File: src/rtl/reset_sequencer_if.sv
// Reset-sequencer handshake bundle: software request, quiesce handshake, domain resets, status.
// The master modport is the sequencer; the slave modport is the system it controls.
interface reset_sequencer_if #(
    parameter int N_DOMAINS = 4
);
    logic                 soft_rst_req;
    logic                 quiesce_ack;
    logic                 quiesce_req;
    logic [N_DOMAINS-1:0] domain_rst_n;
    logic                 seq_busy;
    logic                 seq_done;
    logic                 timeout_err;

    modport master (
        input  soft_rst_req,
        input  quiesce_ack,
        output quiesce_req,
        output domain_rst_n,
        output seq_busy,
        output seq_done,
        output timeout_err
    );

    modport slave (
        output soft_rst_req,
        output quiesce_ack,
        input  quiesce_req,
        input  domain_rst_n,
        input  seq_busy,
        input  seq_done,
        input  timeout_err
    );
endinterface

File: src/rtl/reset_sequencer.sv
// Staggered reset release for N_DOMAINS domains, with software re-reset through a
// quiesce handshake (bounded by a timeout) and a DFT bypass of the domain resets.
module reset_sequencer #(
    parameter int N_DOMAINS       = 4,
    parameter int GAP_CYCLES      = 8,
    parameter int QUIESCE_TIMEOUT = 256
) (
    input  logic              clk,
    input  logic              reset_n,
    input  logic              test_mode,
    reset_sequencer_if.master bus
);
    localparam int MAX_CNT = (GAP_CYCLES > QUIESCE_TIMEOUT) ? GAP_CYCLES : QUIESCE_TIMEOUT;
    localparam int CW      = $clog2(MAX_CNT + 1);
    localparam int IW      = $clog2(N_DOMAINS);

    localparam logic [CW-1:0] GAP_LAST = CW'(GAP_CYCLES - 1);
    localparam logic [CW-1:0] TMO_LAST = CW'(QUIESCE_TIMEOUT - 1);
    localparam logic [IW-1:0] IDX_LAST = IW'(N_DOMAINS - 1);

    typedef enum logic [1:0] {
        HOLD    = 2'd0,
        RELEASE = 2'd1,
        RUN     = 2'd2,
        QUIESCE = 2'd3
    } state_t;

    state_t               state_q, state_d;
    logic [CW-1:0]        cnt_q, cnt_d;
    logic [IW-1:0]        idx_q, idx_d;
    logic [N_DOMAINS-1:0] rel_q, rel_d;
    logic                 qreq_q, qreq_d;
    logic                 done_q, done_d;
    logic                 terr_q, terr_d;
    // High from the first edge that samples reset_n=1; that edge itself is the
    // HOLD entry point, so counting starts on the following edge.
    logic                 started_q;

    // NOTE: every always_comb output gets a default first so no path can leave
    // a signal unassigned and infer a latch.
    always_comb begin
        state_d = state_q;
        cnt_d   = cnt_q;
        idx_d   = idx_q;
        rel_d   = rel_q;
        qreq_d  = qreq_q;
        done_d  = 1'b0;
        terr_d  = terr_q;

        unique case (state_q)
            HOLD: begin
                rel_d = '0;
                if (started_q) begin
                    if (cnt_q == GAP_LAST) begin
                        state_d  = RELEASE;
                        cnt_d    = '0;
                        rel_d[0] = 1'b1;
                        idx_d    = IW'(1);
                    end else begin
                        cnt_d = cnt_q + 1'b1;
                    end
                end
            end

            RELEASE: begin
                if (cnt_q == GAP_LAST) begin
                    cnt_d        = '0;
                    rel_d[idx_q] = 1'b1;
                    if (idx_q == IDX_LAST) begin
                        state_d = RUN;
                        idx_d   = '0;
                        done_d  = 1'b1;
                    end else begin
                        idx_d = idx_q + 1'b1;
                    end
                end else begin
                    cnt_d = cnt_q + 1'b1;
                end
            end

            RUN: begin
                if (bus.soft_rst_req) begin
                    state_d = QUIESCE;
                    cnt_d   = '0;
                    qreq_d  = 1'b1;
                end
            end

            QUIESCE: begin
                // A simultaneous ack wins over the timeout and leaves timeout_err alone.
                if (bus.quiesce_ack || (cnt_q == TMO_LAST)) begin
                    state_d = HOLD;
                    cnt_d   = '0;
                    qreq_d  = 1'b0;
                    rel_d   = '0;
                    if (!bus.quiesce_ack) begin
                        terr_d = 1'b1;
                    end
                end else begin
                    cnt_d = cnt_q + 1'b1;
                end
            end

            default: state_d = HOLD;
        endcase
    end

    // NOTE: state registers use non-blocking assignments so every flop samples
    // the pre-edge values computed above.
    always_ff @(posedge clk) begin
        if (!reset_n) begin
            state_q   <= HOLD;
            cnt_q     <= '0;
            idx_q     <= '0;
            rel_q     <= '0;
            qreq_q    <= 1'b0;
            done_q    <= 1'b0;
            terr_q    <= 1'b0;
            started_q <= 1'b0;
        end else begin
            state_q   <= state_d;
            cnt_q     <= cnt_d;
            idx_q     <= idx_d;
            rel_q     <= rel_d;
            qreq_q    <= qreq_d;
            done_q    <= done_d;
            terr_q    <= terr_d;
            started_q <= 1'b1;
        end
    end

    // Bypass is a pure mux on registered releases, so functional mode stays glitch-free.
    assign bus.domain_rst_n = test_mode ? {N_DOMAINS{reset_n}} : rel_q;
    assign bus.quiesce_req  = qreq_q;
    assign bus.seq_busy     = (state_q != RUN);
    assign bus.seq_done     = done_q;
    assign bus.timeout_err  = terr_q;

endmodule

File: src/flat_wrapper.sv
// flat-port wrapper written by rule: the top's interface ports become plain ports
module reset_sequencer_flat 
#(
    parameter int N_DOMAINS       = 4,
    parameter int GAP_CYCLES      = 8,
    parameter int QUIESCE_TIMEOUT = 256
)
  (clk, reset_n, test_mode, bus_soft_rst_req, bus_quiesce_ack, bus_quiesce_req, bus_domain_rst_n, bus_seq_busy, bus_seq_done, bus_timeout_err);
  reset_sequencer_if #(.N_DOMAINS(N_DOMAINS)) bus_i ();
  input  logic clk;
  input  logic reset_n;
  input  logic test_mode;
  input wire logic [$bits(bus_i.soft_rst_req)-1:0] bus_soft_rst_req;
  input wire logic [$bits(bus_i.quiesce_ack)-1:0] bus_quiesce_ack;
  output wire logic [$bits(bus_i.quiesce_req)-1:0] bus_quiesce_req;
  output wire logic [$bits(bus_i.domain_rst_n)-1:0] bus_domain_rst_n;
  output wire logic [$bits(bus_i.seq_busy)-1:0] bus_seq_busy;
  output wire logic [$bits(bus_i.seq_done)-1:0] bus_seq_done;
  output wire logic [$bits(bus_i.timeout_err)-1:0] bus_timeout_err;
  assign bus_i.soft_rst_req = bus_soft_rst_req;
  assign bus_i.quiesce_ack = bus_quiesce_ack;
  assign bus_quiesce_req = bus_i.quiesce_req;
  assign bus_domain_rst_n = bus_i.domain_rst_n;
  assign bus_seq_busy = bus_i.seq_busy;
  assign bus_seq_done = bus_i.seq_done;
  assign bus_timeout_err = bus_i.timeout_err;
  reset_sequencer #(.N_DOMAINS(N_DOMAINS), .GAP_CYCLES(GAP_CYCLES), .QUIESCE_TIMEOUT(QUIESCE_TIMEOUT)) u_core (.clk(clk), .reset_n(reset_n), .test_mode(test_mode), .bus(bus_i));
endmodule
File: config.mk
export PLATFORM = sky130hd
export DESIGN_NAME = reset_sequencer_flat
export DESIGN_NICKNAME = d
export VERILOG_FILES = /design/src/rtl/reset_sequencer_if.sv /design/src/rtl/reset_sequencer.sv /design/src/flat_wrapper.sv
export SDC_FILE = /design/constraint.sdc
export NUM_CORES = 1
export LEC_CHECK = 0
export ABC_AREA = 0
export BUFFER_PORTS_ARGS = -buffer_cell sky130_fd_sc_hd__buf_2
export CAP_MARGIN = 20
export CORE_MARGIN = 5
export CORE_UTILIZATION = 56
export DETAILED_ROUTE_END_ITERATION = 12
export MAX_ROUTING_LAYER = met4
export PLACE_DENSITY = 0.77
export SKIP_CTS_REPAIR_TIMING = 1
export SYNTH_ARGS = -nofsm -noshare
export SYNTH_HDL_FRONTEND = slang
export SYNTH_SLANG_ARGS = --single-unit
File: constraint.sdc
create_clock -name clk -period 1.99 [get_ports clk]
set_input_delay 0.199 -clock clk [delete_from_list [all_inputs] [get_ports clk]]
set_output_delay 0.199 -clock clk [all_outputs]
set_load 0.005 [all_outputs]
; Word-level counts from Yosys, hierarchy flattened
; Index checks and enable logic that the tools add are counted.
[classes]
eq_ne = 13
muxes = 28
order_cmp = 2
n_addsub = 2
n_reduce_logical = 13
bitwise_logic = 2
[ops]
columns = op, count
row1 = two-way mux 9 bit, 4
row2 = one-hot mux 9 bit (4 select lines), 1
row3 = two-way mux 2 bit, 8
row4 = two-way mux 4 bit, 3
row5 = one-hot mux 4 bit (3 select lines), 1
row6 = AND reduction 3 bit, 4
row7 = != test 2 x 1 -> 1 bit (second input constant), 5
row8 = adder 9 x 1 -> 9 bit (second input constant), 1
row9 = equality test 9 x 3 -> 1 bit (second input constant), 1
row10 = equality test 9 x 8 -> 1 bit (second input constant), 1
row11 = one-hot mux 2 bit (4 select lines), 1
row12 = two-way mux 1 bit, 7
row13 = equality test 2 bit (second input constant), 3
row14 = AND reduction 6 bit, 1
row15 = != test 2 bit (second input constant), 2
row16 = OR 4 bit, 1
row17 = one-hot mux 2 bit (2 select lines), 1
row18 = AND reduction 4 bit, 1
row19 = nonzero test 2 bit, 2
row20 = < comparator 2 x 3 -> 1 bit (second input constant), 1
row21 = nonzero test 3 bit, 1
row22 = adder 2 x 1 -> 2 bit (second input constant), 1
row23 = demux 1 bit (select 2 bit), 1
row24 = equality test 2 x 1 -> 1 bit (second input constant), 1
row25 = other kinds (7), 7
[totals]
inputBits = 5
output_inout_bits = 8
regBits = 21

; Depth between registers and ports, before layout
[logic_depth]
word_depth = 7
depth_mapped = 8

; Least setup slack after synthesis
; No wires, ideal clock.
[synth_timing]
path_type = register to register
start = register u_core.cnt_q[0]
end = register u_core.cnt_q[8]
setup_time_ps = 86
t_required_ps = 1904
path_slack_ps = 246
path_stages_with_launch = 8
synth_period_minus_slack_ps = 1744
arrival_ps = 1658
path_cell_list = dfxtp_1 > ha_1 > nand3_1 > nor2_1 > ha_1 > nor3b_2 > o41ai_4 > a211oi_1
[synth_between]
elab_chain_len = 4
elab_cells_between_ends = 8
[synth_rtl]
columns = item, line_no
row1 = from (decl), reset_sequencer.sv:29  ; logic [CW-1:0] cnt_q, cnt_d;
row2 = from (signal assigned), reset_sequencer.sv:122  ; cnt_q <= cnt_d;
row3 = "adder 9 x 1 -> 9 bit, or another cell as far along", "reset_sequencer.sv:60, reset_sequencer.sv:77, reset_sequencer.sv:100"
row4 = two-way mux 9 bit / logical OR 1 bit (equally long branches), "reset_sequencer.sv:54, reset_sequencer.sv:66, reset_sequencer.sv:91"
row5 = "two-way mux 9 bit, on equally long branches", "reset_sequencer.sv:53, reset_sequencer.sv:91"
row6 = one-hot mux 9 bit (4 select lines) (*), reset_sequencer.sv:50  ; unique case (state_q)
; Mark *: on every way between the ends. The rest lies on a longest branch, timed or not. The select of a mux whose other input is x is not followed.
; A chain may end at the register's enable or synchronous reset.

; Worst setup path after layout
[layout_timing]
start = register u_core.cnt_q[0]
end = register u_core.state_q[0]
[layout_between]
elab_chain_len = 4
elab_cells_between_ends = 7
[layout_rtl]
columns = item, line_no
row1 = equality test 9 x 8 -> 1 bit, reset_sequencer.sv:91  ; if (bus.quiesce_ack || (cnt_q == TMO_LAST)) begin
row2 = logical OR 1 bit, reset_sequencer.sv:91
row3 = != test 2 x 1 -> 1 bit (no source line), -
row4 = AND reduction 6 bit (no source line) (*), -
row5 = to (signal assigned), reset_sequencer.sv:121  ; state_q <= state_d;
row6 = to (decl), reset_sequencer.sv:28  ; state_t state_q, state_d;
; Mark *: on every way between the ends. The rest lies on a longest branch, timed or not.

==> out/qor.yml <==
whs_endpoint: "u_core.started_q"
synth_compound_area_frac: 0.1588
cts_root_buf: "clkbuf_4"
core_area_mm2: 0.001982
gp_congestion: 0.8195
final_max_slew_viol_count: 0
totalWireLength_um: 2305
reg2reg_depth: 8
startpoint_type: "flip-flop"
post-place-cells: 171
synth_ff_type: "dfxtp_1"
synth_top_family_by_area: "simple AND/OR/NAND/NOR gates"
antenna_left: 0
instances_no_fill: 176
min_period_over_period: 0.9418
holdCritPathClass: "in -> reg"
power_mw: 0.6876
muxShareOfSynthArea: 0.02682
ys_types: 36
synthSimpleGateAreaFrac: 0.2307
h-tree-depth: 1
first_iter_violations: 24
drive_gt1_frac: 0.2483
yosysTopAreaCell: "dfxtp_1"
grt_overflow: 0
synth_edf_count: 0
rows: 16
nets: 166
ios: 13
hold_viol: 0
cts_tree: "built"
cts_buffers: 3
die_y_um: 55.63
diodes: 0
clk_latency_ns: 0.30
drv_cap: 0
peakVddDrop_v: 0.0003867
syn-mean-instance-area_um2: 9.040
viasPerCell: 5.443
dieArea_mm2: 0.003095
post_synth_xor_area_fraction: 0.05258
fp.dieW_um: 55.63
syn_nets: 145
netlist_area_mm2: 0.001166
slew_headroom: 0.6153
netlist_top_cells_area: "dfxtp_1, ha_1, xnor2_1"
final_cell_mix: "dfxtp_1, inv_1, buf_2"
gr-usage-all-layers: 0.1611
grt_pass1_wl_um: 3981
fin_ws_ns: 0.1158
setup_viol: 0
drcViolationCount: 0
crit_fanout: 7
powerDensity_mw_per_mm2: 506.9
synth_top_area_frac: 0.3605
ys_ff_latch: 21
antenna_found_initial: 0
dpl.hpwl_um: 1703
final_common_cell: "dfxtp_1"
grt_pass1_vias: 926
via_count: 958
clock-skew-final_ns: 0.007407
leakagePower_nw: 0.5340
worstReg2RegEnd: "u_core.state_q[0]"
cts_buffer_depth: 2
synth_seq_area_share: 0.3605
grt_max_degree: 14
status: "finished clean"
synth_fa_ha_area_frac: 0.1180
fill_cells: 152
r2r_slack_ns: 0.12
min-delay-start: "reset_n"
avgRoutedWirePerCell_um: 13.10
seq_area_um2: 424.2
drtPass1Iterations: 4
critPathCaptureType: "flip-flop"
worstPathArrival_ns: 2.08
clk_pin_slew_ns: 0.12
synthToLayoutAreaGrowth_pct: 16.31
required_ns: 2.20
rsz0062_at_grt: "false"
hold_depth: 1
worst_slew_pin_slew_ns: 0.5745
clkSinkCount: 21
min_period_ns: 1.874
synth_cells: 129
path_class: "reg -> reg"
portBuffers: 12
post-place-ws_ns: -0.004552
fmax_mhz: 533.6
placed_cell_area_mm2: 0.001292
synthArstFlopShare: 0
timing.rr.start: "u_core.cnt_q[0]"
multiInputGateArea_um2: 709.4
start_util: 0.5884
final_cell_area_mm2: 0.001356
fin_hold_ws_ns: 0.1566
ys_warn_count: 0
[worst max-delay path by stage]
stage,startpoint,endpoint,slack [ns],depth (start not counted)
final,u_core.cnt_q[0],u_core.state_q[0],0.12,8
after global routing,u_core.cnt_q[0],u_core.state_q[1],0.02,8
after CTS,u_core.state_q[0],u_core.cnt_q[8],-0.05,6
after detailed placement,u_core.state_q[0],u_core.cnt_q[8],-0.005,6
after global placement,u_core.cnt_q[0],u_core.cnt_q[8],0.12,9
after floorplan,u_core.cnt_q[0],u_core.cnt_q[8],0.25,7
[area by class of cell]
class | instances | share of cell area
inverters | 13 | 0.03598
clock buffers | 4 | 0.01937
repair buffers | 19 | 0.08395
well taps | 27 | 0.02491
multi-input cells | 92 | 0.5231
flip-flops and latches | 21 | 0.3127
[state kept, by name, indices dropped and copies added, names as in the netlist]
| register | count |
|---|---|
| u_core.bus.quiesce_req | 1 |
| u_core.idx_q | 2 |
| u_core.bus.timeout_err | 1 |
| u_core.cnt_q | 9 |
| u_core.rel_q | 4 |
| u_core.bus.seq_done | 1 |
| u_core.state_q | 2 |
| u_core.started_q | 1 |
[worst max-delay path, stage by stage (launching register included)]
cell	delay (ns)
dfxtp_2	0.37
ha_2	0.20
nand3_1	0.11
nor2_2	0.12
ha_1	0.19
nor3b_2	0.05
buf_4	0.16
or4_1	0.42
o211a_1	0.15
[Yosys cell counts (all sizes together), types with 2 or more instances]
cell type and count:
dfxtp 21, inv 13, nor2 12, ha 11
nand3 8, o21ai 8, nand2 7, xnor2 7
a21oi 5, nor4 5, a211oi 3, and2 3
a31oi 2, buf 2, mux2i 2, nor2b 2
nor3 2, nor3b 2, o211a 2
[where the power goes]
group	switching [mW]	internal [mW]
logic	0.0274	0.0228
registers	0.00627	0.428
clock network	0.125	0.0781
total	0.159	0.529
[metal layers]
layer / wire length (um) / global-route usage / share of wire / up-vias
li1: - / - / - / 489
met1: 999 / 0.1909 / 0.43 / 445
met2: 1176 / 0.2652 / 0.51 / 20
met3: 96 / 0.02784 / 0.042 / 4
met4: 33 / 0.07292 / 0.014 / 0
met5: 0 / - / 0 / -
[logic make-up (layout without fill, tap and decap cells)]
| kind of cell | after synthesis | after routing |
|---|---|---|
| simple gates | 46 | 46 |
| xor+xnor | 7 | 7 |
| fa+ha+maj | 11 | 11 |
| flops | 21 | 21 |
| compound gates | 25 | 25 |
| buf+inv | 16 | 36 |
| mux | 3 | 3 |
[per-stage QoR]
step / setup TNS, ns / utilization
after global placement: 0 / 0.6521
final: 0 / 0.6843
after floorplan: 0 / -
after detailed placement: -0.004552 / 0.6521
after CTS: -0.06516 / 0.6654
after global routing: 0 / 0.6843
No activity file was read; power rests on OpenSTA's default activity.
